### config.mk
export PLATFORM = sky130hd
export DESIGN_NAME = ibex_mem_arbiter
export DESIGN_NICKNAME = d
export VERILOG_FILES = /design/src/rtl/ibex_pkg.sv /design/src/rtl/ibex_mem_src_fifo.sv /design/src/rtl/ibex_mem_arbiter.sv
export SDC_FILE = /design/constraint.sdc
export NUM_CORES = 1
export LEC_CHECK = 0
export ABC_CLOCK_PERIOD_IN_PS = 3850
export BUFFER_PORTS_ARGS = -buffer_cell sky130_fd_sc_hd__buf_2
export CORE_AREA = 2 2 108 110
export CTS_BUF_LIST = sky130_fd_sc_hd__clkbuf_8
export DETAILED_ROUTE_END_ITERATION = 10
export DIE_AREA = 0 0 110 112
export SYNTH_ARGS = -nofsm -noshare
export SYNTH_HDL_FRONTEND = slang
export SYNTH_SLANG_ARGS = --single-unit
### constraint.sdc
create_clock -name clk_i -period 3.85 [get_ports clk_i]
set_clock_uncertainty 0.2 [all_clocks]
set_input_delay 0.1925 -clock clk_i [delete_from_list [all_inputs] [get_ports clk_i]]
set_output_delay 0.1925 -clock clk_i [all_outputs]
set_load 0.1 [all_outputs]
### src/rtl/ibex_pkg.sv
// ibex_pkg
// Shared types and constants for the instruction/data memory arbiter.
//   mem_src_e      : identifies which requester owns a host transaction.
//   MemInstrBe     : byte enables presented to the host for instruction fetches.
//   MemInstrWdata  : write data presented to the host for instruction fetches.
//   mem_src_other  : returns the opposite requester (used by round-robin).
package ibex_pkg;

    typedef enum logic {
        MemSrcInstr = 1'b0,
        MemSrcData  = 1'b1
    } mem_src_e;

    // Instruction fetches are always full-word reads.
    localparam logic [3:0]  MemInstrBe    = 4'hF;
    localparam logic [31:0] MemInstrWdata = 32'h0;

    function automatic mem_src_e mem_src_other(input mem_src_e src);
        return (src == MemSrcData) ? MemSrcInstr : MemSrcData;
    endfunction

endpackage

### src/rtl/ibex_mem_src_fifo.sv
// ibex_mem_src_fifo
// In-order FIFO remembering which requester owns each granted-but-unanswered
// host transaction. Built from flops only (Depth is at most 4).
// Ports:
//   clk_i       : clock, rising edge
//   rst_i       : synchronous active-high reset, empties the FIFO
//   push_i      : store push_src_i at the tail (ignored when full)
//   push_src_i  : source ID to store
//   pop_i       : discard the head entry (ignored when empty)
//   full_o      : Depth entries held
//   empty_o     : no entries held
//   head_o      : source ID of the oldest entry
module ibex_mem_src_fifo
    import ibex_pkg::*;
#(
    parameter int unsigned Depth = 2
) (
    input  logic     clk_i,
    input  logic     rst_i,
    input  logic     push_i,
    input  mem_src_e push_src_i,
    input  logic     pop_i,
    output logic     full_o,
    output logic     empty_o,
    output mem_src_e head_o
);

    localparam int unsigned PtrW = (Depth > 1) ? $clog2(Depth) : 1;
    localparam int unsigned CntW = $clog2(Depth + 1);
    localparam logic [PtrW-1:0] LastPtr  = PtrW'(Depth - 1);
    localparam logic [CntW-1:0] DepthCnt = CntW'(Depth);

    mem_src_e        slots_q [Depth];
    logic [PtrW-1:0] wr_ptr_q, wr_ptr_d;
    logic [PtrW-1:0] rd_ptr_q, rd_ptr_d;
    logic [CntW-1:0] cnt_q, cnt_d;
    logic            push_en;
    logic            pop_en;

    // Pointers wrap at Depth rather than at a power of two, so odd depths work.
    function automatic logic [PtrW-1:0] ptr_inc(input logic [PtrW-1:0] ptr);
        return (ptr == LastPtr) ? '0 : ptr + 1'b1;
    endfunction

    assign full_o  = (cnt_q == DepthCnt);
    assign empty_o = (cnt_q == '0);
    assign head_o  = slots_q[rd_ptr_q];

    assign push_en = push_i & ~full_o;
    assign pop_en  = pop_i & ~empty_o;

    always_comb begin
        wr_ptr_d = push_en ? ptr_inc(wr_ptr_q) : wr_ptr_q;
        rd_ptr_d = pop_en ? ptr_inc(rd_ptr_q) : rd_ptr_q;
        cnt_d    = cnt_q;
        case ({push_en, pop_en})
            2'b10:   cnt_d = cnt_q + 1'b1;
            2'b01:   cnt_d = cnt_q - 1'b1;
            default: cnt_d = cnt_q;
        endcase
    end

    always_ff @(posedge clk_i) begin
        if (rst_i) begin
            wr_ptr_q <= '0;
            rd_ptr_q <= '0;
            cnt_q    <= '0;
            for (int i = 0; i < int'(Depth); i++) begin
                slots_q[i] <= MemSrcInstr;
            end
        end else begin
            wr_ptr_q <= wr_ptr_d;
            rd_ptr_q <= rd_ptr_d;
            cnt_q    <= cnt_d;
            if (push_en) begin
                slots_q[wr_ptr_q] <= push_src_i;
            end
        end
    end

endmodule

### src/rtl/ibex_mem_arbiter.sv
// ibex_mem_arbiter
// Shares one ibex-protocol host memory port between the instruction-fetch and
// data requesters with no added latency: request and response paths are
// combinational, only arbitration bookkeeping is registered.
// Ports:
//   clk_i, rst_i                 : clock and synchronous active-high reset
//   instr_*                      : instruction requester (read-only)
//   data_*                       : data requester (read/write)
//   mem_*                        : host memory port
//   protocol_err_o               : sticky, set by a host response arriving
//                                  while nothing is outstanding
// Parameters:
//   MaxOutstanding (1..4)        : granted-but-unanswered host transactions
//   DataFirstReset               : requester favoured after reset (1 = data)
module ibex_mem_arbiter
    import ibex_pkg::*;
#(
    parameter int unsigned MaxOutstanding = 2,
    parameter logic        DataFirstReset = 1'b1
) (
    input  logic        clk_i,
    input  logic        rst_i,

    input  logic        instr_req_i,
    output logic        instr_gnt_o,
    output logic        instr_rvalid_o,
    input  logic [31:0] instr_addr_i,
    output logic [31:0] instr_rdata_o,
    output logic        instr_err_o,

    input  logic        data_req_i,
    output logic        data_gnt_o,
    output logic        data_rvalid_o,
    input  logic        data_we_i,
    input  logic [3:0]  data_be_i,
    input  logic [31:0] data_addr_i,
    input  logic [31:0] data_wdata_i,
    output logic [31:0] data_rdata_o,
    output logic        data_err_o,

    output logic        mem_req_o,
    input  logic        mem_gnt_i,
    input  logic        mem_rvalid_i,
    output logic        mem_we_o,
    output logic [3:0]  mem_be_o,
    output logic [31:0] mem_addr_o,
    output logic [31:0] mem_wdata_o,
    input  logic [31:0] mem_rdata_i,
    input  logic        mem_err_i,

    output logic        protocol_err_o
);

    mem_src_e sel_src;
    mem_src_e rr_q, rr_d;
    mem_src_e lock_src_q, lock_src_d;
    mem_src_e head_src;
    logic     lock_q, lock_d;
    logic     proto_err_q, proto_err_d;
    logic     sel_req;
    logic     sel_is_data;
    logic     fifo_full;
    logic     fifo_empty;
    logic     host_gnt;
    logic     resp_pop;
    logic     resp_stray;

    // Requester selection. A request left waiting on the host keeps its slot
    // so the host sees stable req/addr/we/be/wdata until it grants; otherwise
    // a lone requester wins and a tie goes to the round-robin favourite.
    always_comb begin
        sel_src = MemSrcInstr;
        if (lock_q) begin
            sel_src = lock_src_q;
        end else if (instr_req_i && data_req_i) begin
            sel_src = rr_q;
        end else if (data_req_i) begin
            sel_src = MemSrcData;
        end
    end

    assign sel_is_data = (sel_src == MemSrcData);
    assign sel_req     = sel_is_data ? data_req_i : instr_req_i;

    // A full source FIFO blocks new requests even if a response frees a slot
    // in the same cycle; this keeps mem_rvalid_i out of the mem_req_o path.
    assign mem_req_o = sel_req & ~fifo_full & ~rst_i;
    assign host_gnt  = mem_gnt_i & mem_req_o;

    assign mem_addr_o  = sel_is_data ? data_addr_i  : instr_addr_i;
    assign mem_we_o    = sel_is_data ? data_we_i    : 1'b0;
    assign mem_be_o    = sel_is_data ? data_be_i    : MemInstrBe;
    assign mem_wdata_o = sel_is_data ? data_wdata_i : MemInstrWdata;

    assign instr_gnt_o = host_gnt & ~sel_is_data;
    assign data_gnt_o  = host_gnt & sel_is_data;

    // Responses return in grant order, so the FIFO head names their owner.
    // A response with nothing outstanding is dropped and flagged instead.
    assign resp_pop   = mem_rvalid_i & ~fifo_empty & ~rst_i;
    assign resp_stray = mem_rvalid_i & fifo_empty & ~rst_i;

    assign instr_rvalid_o = resp_pop & (head_src == MemSrcInstr);
    assign data_rvalid_o  = resp_pop & (head_src == MemSrcData);
    assign instr_err_o    = instr_rvalid_o & mem_err_i;
    assign data_err_o     = data_rvalid_o & mem_err_i;
    assign instr_rdata_o  = mem_rdata_i;
    assign data_rdata_o   = mem_rdata_i;

    assign protocol_err_o = proto_err_q & ~rst_i;

    ibex_mem_src_fifo #(
        .Depth (MaxOutstanding)
    ) u_src_fifo (
        .clk_i      (clk_i),
        .rst_i      (rst_i),
        .push_i     (host_gnt),
        .push_src_i (sel_src),
        .pop_i      (resp_pop),
        .full_o     (fifo_full),
        .empty_o    (fifo_empty),
        .head_o     (head_src)
    );

    // Bookkeeping: the round-robin favourite flips away from whoever was just
    // granted, and the lock is taken whenever a request goes unanswered by
    // the host and released by the grant.
    always_comb begin
        rr_d        = rr_q;
        lock_d      = lock_q;
        lock_src_d  = lock_src_q;
        proto_err_d = proto_err_q | resp_stray;
        if (host_gnt) begin
            rr_d   = mem_src_other(sel_src);
            lock_d = 1'b0;
        end else if (mem_req_o) begin
            lock_d     = 1'b1;
            lock_src_d = sel_src;
        end
    end

    always_ff @(posedge clk_i) begin
        if (rst_i) begin
            rr_q        <= mem_src_e'(DataFirstReset);
            lock_q      <= 1'b0;
            lock_src_q  <= MemSrcInstr;
            proto_err_q <= 1'b0;
        end else begin
            rr_q        <= rr_d;
            lock_q      <= lock_d;
            lock_src_q  <= lock_src_d;
            proto_err_q <= proto_err_d;
        end
    end

endmodule

== Word level (Yosys, flattened, before mapping) ==
Memories as Yosys holds them, arrays and structs flattened. A register that Yosys moved wholly into a read port is not among the register bits.
Index checks and enable logic that the tools add are counted.
Operators by class
  $add $sub $neg: 4
  eq/ne operators: 3
  muxes and demuxes: 22
  bitwise operators: 23
  reduce and logical (&&, ||, !) cells: 6
Operators with widths (number)
  two-way mux 32 bit: 2
  two-way mux 1 bit: 18
  AND 1 bit: 16
  inverter 1 bit: 6
  equality test 2 bit (second input constant): 2
  two-way mux 4 bit: 1
  one-hot mux 2 bit (2 select lines): 1
  adder 1 bit (second input constant): 2
  adder 2 x 1 -> 2 bit (second input constant): 1
  equality test 2 x 1 -> 1 bit (second input constant): 1
  logical NOT 2 bit: 1
  AND reduction 2 bit: 1
  nonzero test 2 bit: 1
  OR reduction 2 bit: 1
  subtractor 2 x 1 -> 2 bit (second input constant): 1
  logical AND 1 bit: 1
  bitwise OR 1 bit: 1
  OR reduction 1 bit: 1
Storage, ports and cells
  register bits: 8
  memory bits (writable): 2
  output and inout port bits: 141
  memories: 1
Memories
  u_src_fifo.slots_q: depth 2, width 1, read ports 1, clocked after Yosys merged registers in 1, wr ports 2, RTL line ibex_mem_src_fifo.sv:33  | mem_src_e slots_q [Depth];

== Depth between registers and ports, before layout ==
  depth after elaboration: 13
  gate-level depth with buffers: 7
  gate-level depth less buffers: 7

== Modules after synthesis ==
Synthesis repeated with hierarchy kept, for this count alone.
Second synthesis, totals
  cells, all modules: 209
  area total of the unflattened synthesis: 1840.5 um^2
By module, submodules not included
  ibex_mem_arbiter: times used 1, cells each 176, area each 1517.7 um^2, sequential area each 80.1 um^2
  ibex_mem_src_fifo: times used 1, cells each 33, area each 322.8 um^2, sequential area each 160.2 um^2

== Worst setup path after synthesis ==
No wires, ideal clock.
  kind: register to register
  start: register u_src_fifo.cnt_q[1]
  end: register rr_q
  arrival time: 5553 ps
  setup slack: -1987 ps
  stages on the path, launching flop included: 4
  path buffers: 0
  period minus slack after synthesis: 5837 ps
  cells stage by stage: dfxtp_1 > nor2b_2 > a2111oi_0 > a211o_1
Between the ends
  longest elaborated chain between the ends: 5
Ends and longest elaborated chain
  start: declaration: RTL line ibex_mem_src_fifo.sv:36  | logic [CntW-1:0] cnt_q, cnt_d;
  start signal: assignment: RTL line ibex_mem_src_fifo.sv:74  | cnt_q <= cnt_d;
  equality test 2 bit: RTL line ibex_mem_src_fifo.sv:45  | assign full_o = (cnt_q == DepthCnt);
  inverter 1 bit: RTL line ibex_mem_arbiter.sv:87  | assign mem_req_o = sel_req & ~fifo_full & ~rst_i;
  AND 1 bit (2 in a row): RTL line ibex_mem_arbiter.sv:87
  AND 1 bit: RTL line ibex_mem_arbiter.sv:88  | assign host_gnt = mem_gnt_i & mem_req_o;
  end signal: assignment: RTL line ibex_mem_arbiter.sv:144  | rr_q <= mem_src_e'(DataFirstReset);
  end signal: assignment: RTL line ibex_mem_arbiter.sv:149  | rr_q <= rr_d;
  end: declaration: RTL line ibex_mem_arbiter.sv:55  | mem_src_e rr_q, rr_d;
Every way passes these cells.
A chain may end at the register's enable or synchronous reset.

== Worst setup path in the final report ==
  start: register lock_q
  end: output port mem_addr_o[11]
Between the ends
  longest elaborated chain between the ends: 2
Ends and longest elaborated chain
  start: declaration: RTL line ibex_mem_arbiter.sv:58  | logic lock_q, lock_d;
  start signal: assignment: RTL line ibex_mem_arbiter.sv:150  | lock_q <= lock_d;
  two-way mux 1 bit: RTL line ibex_mem_arbiter.sv:73  | if (lock_q) begin
  two-way mux 32 bit: RTL line ibex_mem_arbiter.sv:90  | assign mem_addr_o = sel_is_data ? data_addr_i : instr_addr_i;
  end: declaration: RTL line ibex_mem_arbiter.sv:46  | output logic [31:0] mem_addr_o,
Every way passes these cells.

==> key figures <==
Pwr
  • Clock power share: 0.106
  • Power per cell area: between 400 and 500 nW/µm²
  • Net Sw Frac: 0.6618
  • Combinational power share: 0.762
  • Int Power: around 350 µW
  • Share of power burned in registers: 0.132
  • Pleak: 0.001245 µW
  • Maximum VDD drop: around 0.00029 V
  • NetSw: about 690 µW

Routing
  • Post-route ant nets: 0
  • Wire per inst: ~14 µm
  • Residual DRC: 0
  • Starting DRT DRC Count: 36
  • Pre-Repair DR Iteration Count: 4
  • Routed via count: 1784
  • Drt via density: between 3 and 4
  • Final wirelength: roughly 6500 µm

Worst hold path
  • Cell depth of the worst hold path: 3
  • Hold WC Path Type: input pin to flip-flop
  • Worst Hold Path EP: proto_err_q$_SDFF_PP0_
  • Hold_sp: mem_rvalid_i

Finish
  • Commonest non-fill, non-tap cell in the layout: buf_2
  • Layout cells sized above 1: 0.6760
  • Nets: approximately 460
  • Layout area overhead: 36.96%
  • Commonest cells after routing, fill and taps aside: buf_2, and2_1, mux2_2, mux2_1, dfxtp_1
  • Design Area, Final: about 2400 µm²

Clocking
  • Clock latency on the worst-skew pair: around 0.23 ns
  • Hold Buf Count CTS: 0
  • Num CTS Buffers: 3
  • Post_cts resized: 0
  • Maximum clock insertion buffer count: 2
  • Clock-pin slew on the worst setup and hold paths: about 0.050 ns
  • H-Tree Depth: 1
  • Clock root cell: clkbuf_8
  • Clock Sinks: 11
  • Setup bufs post-CTS: 0
  • CTS tree: yes

Place
  • Port Buffers: around 180
  • HPWL after detailed placement: ~5700 µm
  • Post-DP Area: ~2300 µm²
  • Global placer's final weighted congestion: approximately 0.70

Synth
  • Post-synth EDFFs: 2
  • Share of the synthesized area in the top cell type: 0.2789
  • Synthesized cell area: 1723 µm²
  • Avg Synthesized Cell Area: 8.364 µm²
  • Register area share after synthesis: 0.1394
  • Fraction of synthesized area in multiplexers: 0.2266
  • Compound-Gate Fraction of Synth Area: 0.08497
  • Synth area leader: buf_4
  • Post-Synth XOR/XNOR Area: 0.01017
  • Synthesized-area fraction occupied by and/or/nand/nor cells: 0.2128
  • Synth cell types: 35
  • Synth Flop Type: dfxtp_1
  • Synth Instances: ~210
  • Top post-synthesis cells by area: buf_4, mux2_2, and2_1
  • Adder-cell share of the synthesized area: 0.007262
  • Flops & latches, synth: 11
  • Largest family of logic cells by synthesized area: buffers and inverters
  • Syn Nets: roughly 350
  • Total number of yosys warnings: 0
  • Post-synth ARST share: 0

Setup path
  • Reg2Reg Depth: 5
  • R2r endpoint: u_src_fifo.cnt_q[1]$_SDFFE_PP0P_
  • Worst reg2reg startpoint: lock_src_q$_SDFFE_PP0P_
  • Crit. End Element: primary output
  • CP Launch Type: flip-flop
  • Kind of critical path: flip-flop to primary output
  • Max FO, Critical Path: 44
  • Worst path required time: approximately 3.5 ns
  • Worst path arrival time: around 2.6 ns
  • Reg2reg setup slack: between 1.5 and 2 ns

STA
  • Max Freq: 329.5 MHz
  • Pins Over Slew Limit: 0
  • Max-slew headroom: 0.4049
  • Final Cycle Share: 0.7883
  • RSZ-0062 raised after global routing: no
  • Hold Vio Cnt, Final: 0
  • Setup TNS: 0 ns
  • Minimum clock period: 3.035 ns
  • Final setup vio count: 0
  • Worst-Margin Slew: just under 0.9 ns

Floorplan
  • Initial Util: 0.1542
  • Chip height: ~110 µm
  • Row count: 39
  • Core area: between 10000 and 15000 µm²
  • Die Width: approximately 110 µm
  • Die area: between 10000 and 15000 µm²
  • I/O pin count: 281

GRT
  • First-pass GRT wire length: around 8700 µm
  • Initial antenna violation count: 4
  • All-Layer GR Usage: 0.09355
  • Vias in the first global route: roughly 1700
  • Largest net degree at the start of global routing: 45
  • Total congestion overflow: 0

Run
  • Total of max-cap violations: 0

Outcome
  • Status: completed
-- cell usage after synthesis, types with 2 or more instances --
cell type / n
nand2b_1: 8
o21bai_1: 2
inv_1: 5
nor2_1: 5
mux2i_1: 3
nor3b_1: 3
mux2_1: 12
or3_1: 2
buf_4: 64
edfxtp_1: 2
a21oi_1: 4
nor2b_2: 2
mux2_2: 20
a2111oi_0: 4
o21ai_0: 2
dfxtp_1: 9
clkbuf_1: 5
buf_2: 4
and2_1: 34
-- worst max-delay path by stage --
| stage | slack [ns] | endpoint | start |
|---|---|---|---|
| 6_report | 0.81 | mem_addr_o[11] | lock_q$_SDFFE_PP0N_ |
| 5_1_grt | 0.58 | mem_addr_o[11] | lock_q$_SDFFE_PP0N_ |
| 4_1_cts | 0.77 | mem_addr_o[11] | lock_q$_SDFFE_PP0N_ |
| 3_5_place_dp | 1.02 | mem_addr_o[13] | lock_q$_SDFFE_PP0N_ |
| 3_3_place_gp | 1.14 | mem_addr_o[11] | lock_q$_SDFFE_PP0N_ |
| 2_1_floorplan | 0.44 | data_err_o | u_src_fifo.cnt_q[0]$_SDFFE_PP0P_ |
-- area by class of cell --
type | count | area (µm²)
Multi-Input combinational cell | 116 | 945.9
Antenna cell | 1 | 2.502
Fill cell | 1265 | 8815
Inverter | 5 | 18.77
Clock buffer | 3 | 41.29
Tap cell | 143 | 178.9
Clock inverter | 1 | 3.754
Timing Repair Buffer | 185 | 928.4
Sequential cell | 11 | 240.2
-- critical path: stages, from the launching register on --
cell and delay, ns:
dfxtp_1 0.37, nor2b_2 0.21, a22o_2 0.77, buf_4 0.39, mux2_2 0.36, buf_2 0.29
-- sequential cells by signal (all words and copies together) (netlist names), named ones only --
signal / flops
lock_q: 1
lock_src_q: 1
proto_err_q: 1
rr_q: 1
u_src_fifo.cnt_q: 2
u_src_fifo.rd_ptr_q: 1
u_src_fifo.slots_q: 2
u_src_fifo.wr_ptr_q: 1
-- power by group through the flow --
stage / sequential [µW] / combinational, µW / clock (µW)
after floorplan: 138 / 982 / 0
after global placement: 140 / 795 / 0
after detailed placement: 141 / 801 / 0
after CTS: 138 / 803 / 116
after global routing: 140 / 830 / 119
final: 138 / 797 / 111
-- cells by family (layout without fill, tap and decap cells) --
logic type | Yosys count | in the layout
multiplexers | 35 | 35
AND/OR/NAND/NOR | 59 | 59
buffers and inverters | 79 | 194
AO/OA/AOI/OAI | 19 | 19
XOR/XNOR | 2 | 2
other | 0 | 1
adder cells (fa/ha/maj) | 1 | 1
flip-flops | 11 | 11
-- stage by stage --
step                      instances  total power (µW)  setup slack, ns  hold WS [ns]    util
final                           465              1046           0.8149       0.01814  0.2112
after global routing            464              1089           0.5791       0.02562  0.2110
after CTS                       464              1057           0.7668       0.01745  0.2110
after detailed placement        460             941.8            1.022        0.1860  0.2069
after global placement          460             935.0            1.138        0.1860  0.2069
after floorplan                 206              1121           0.4399        0.1295       -
-- metal layers --
layer / vias to the layer above / wire [µm] / GRT usage
met5: - / 46 / 0
met4: 6 / 33 / 0.01941
met3: 11 / 955 / 0.05386
met2: 152 / 2901 / 0.1493
met1: 766 / 2541 / 0.1083
li1: 849 / - / -
No activity file was read; power rests on OpenSTA's default activity.
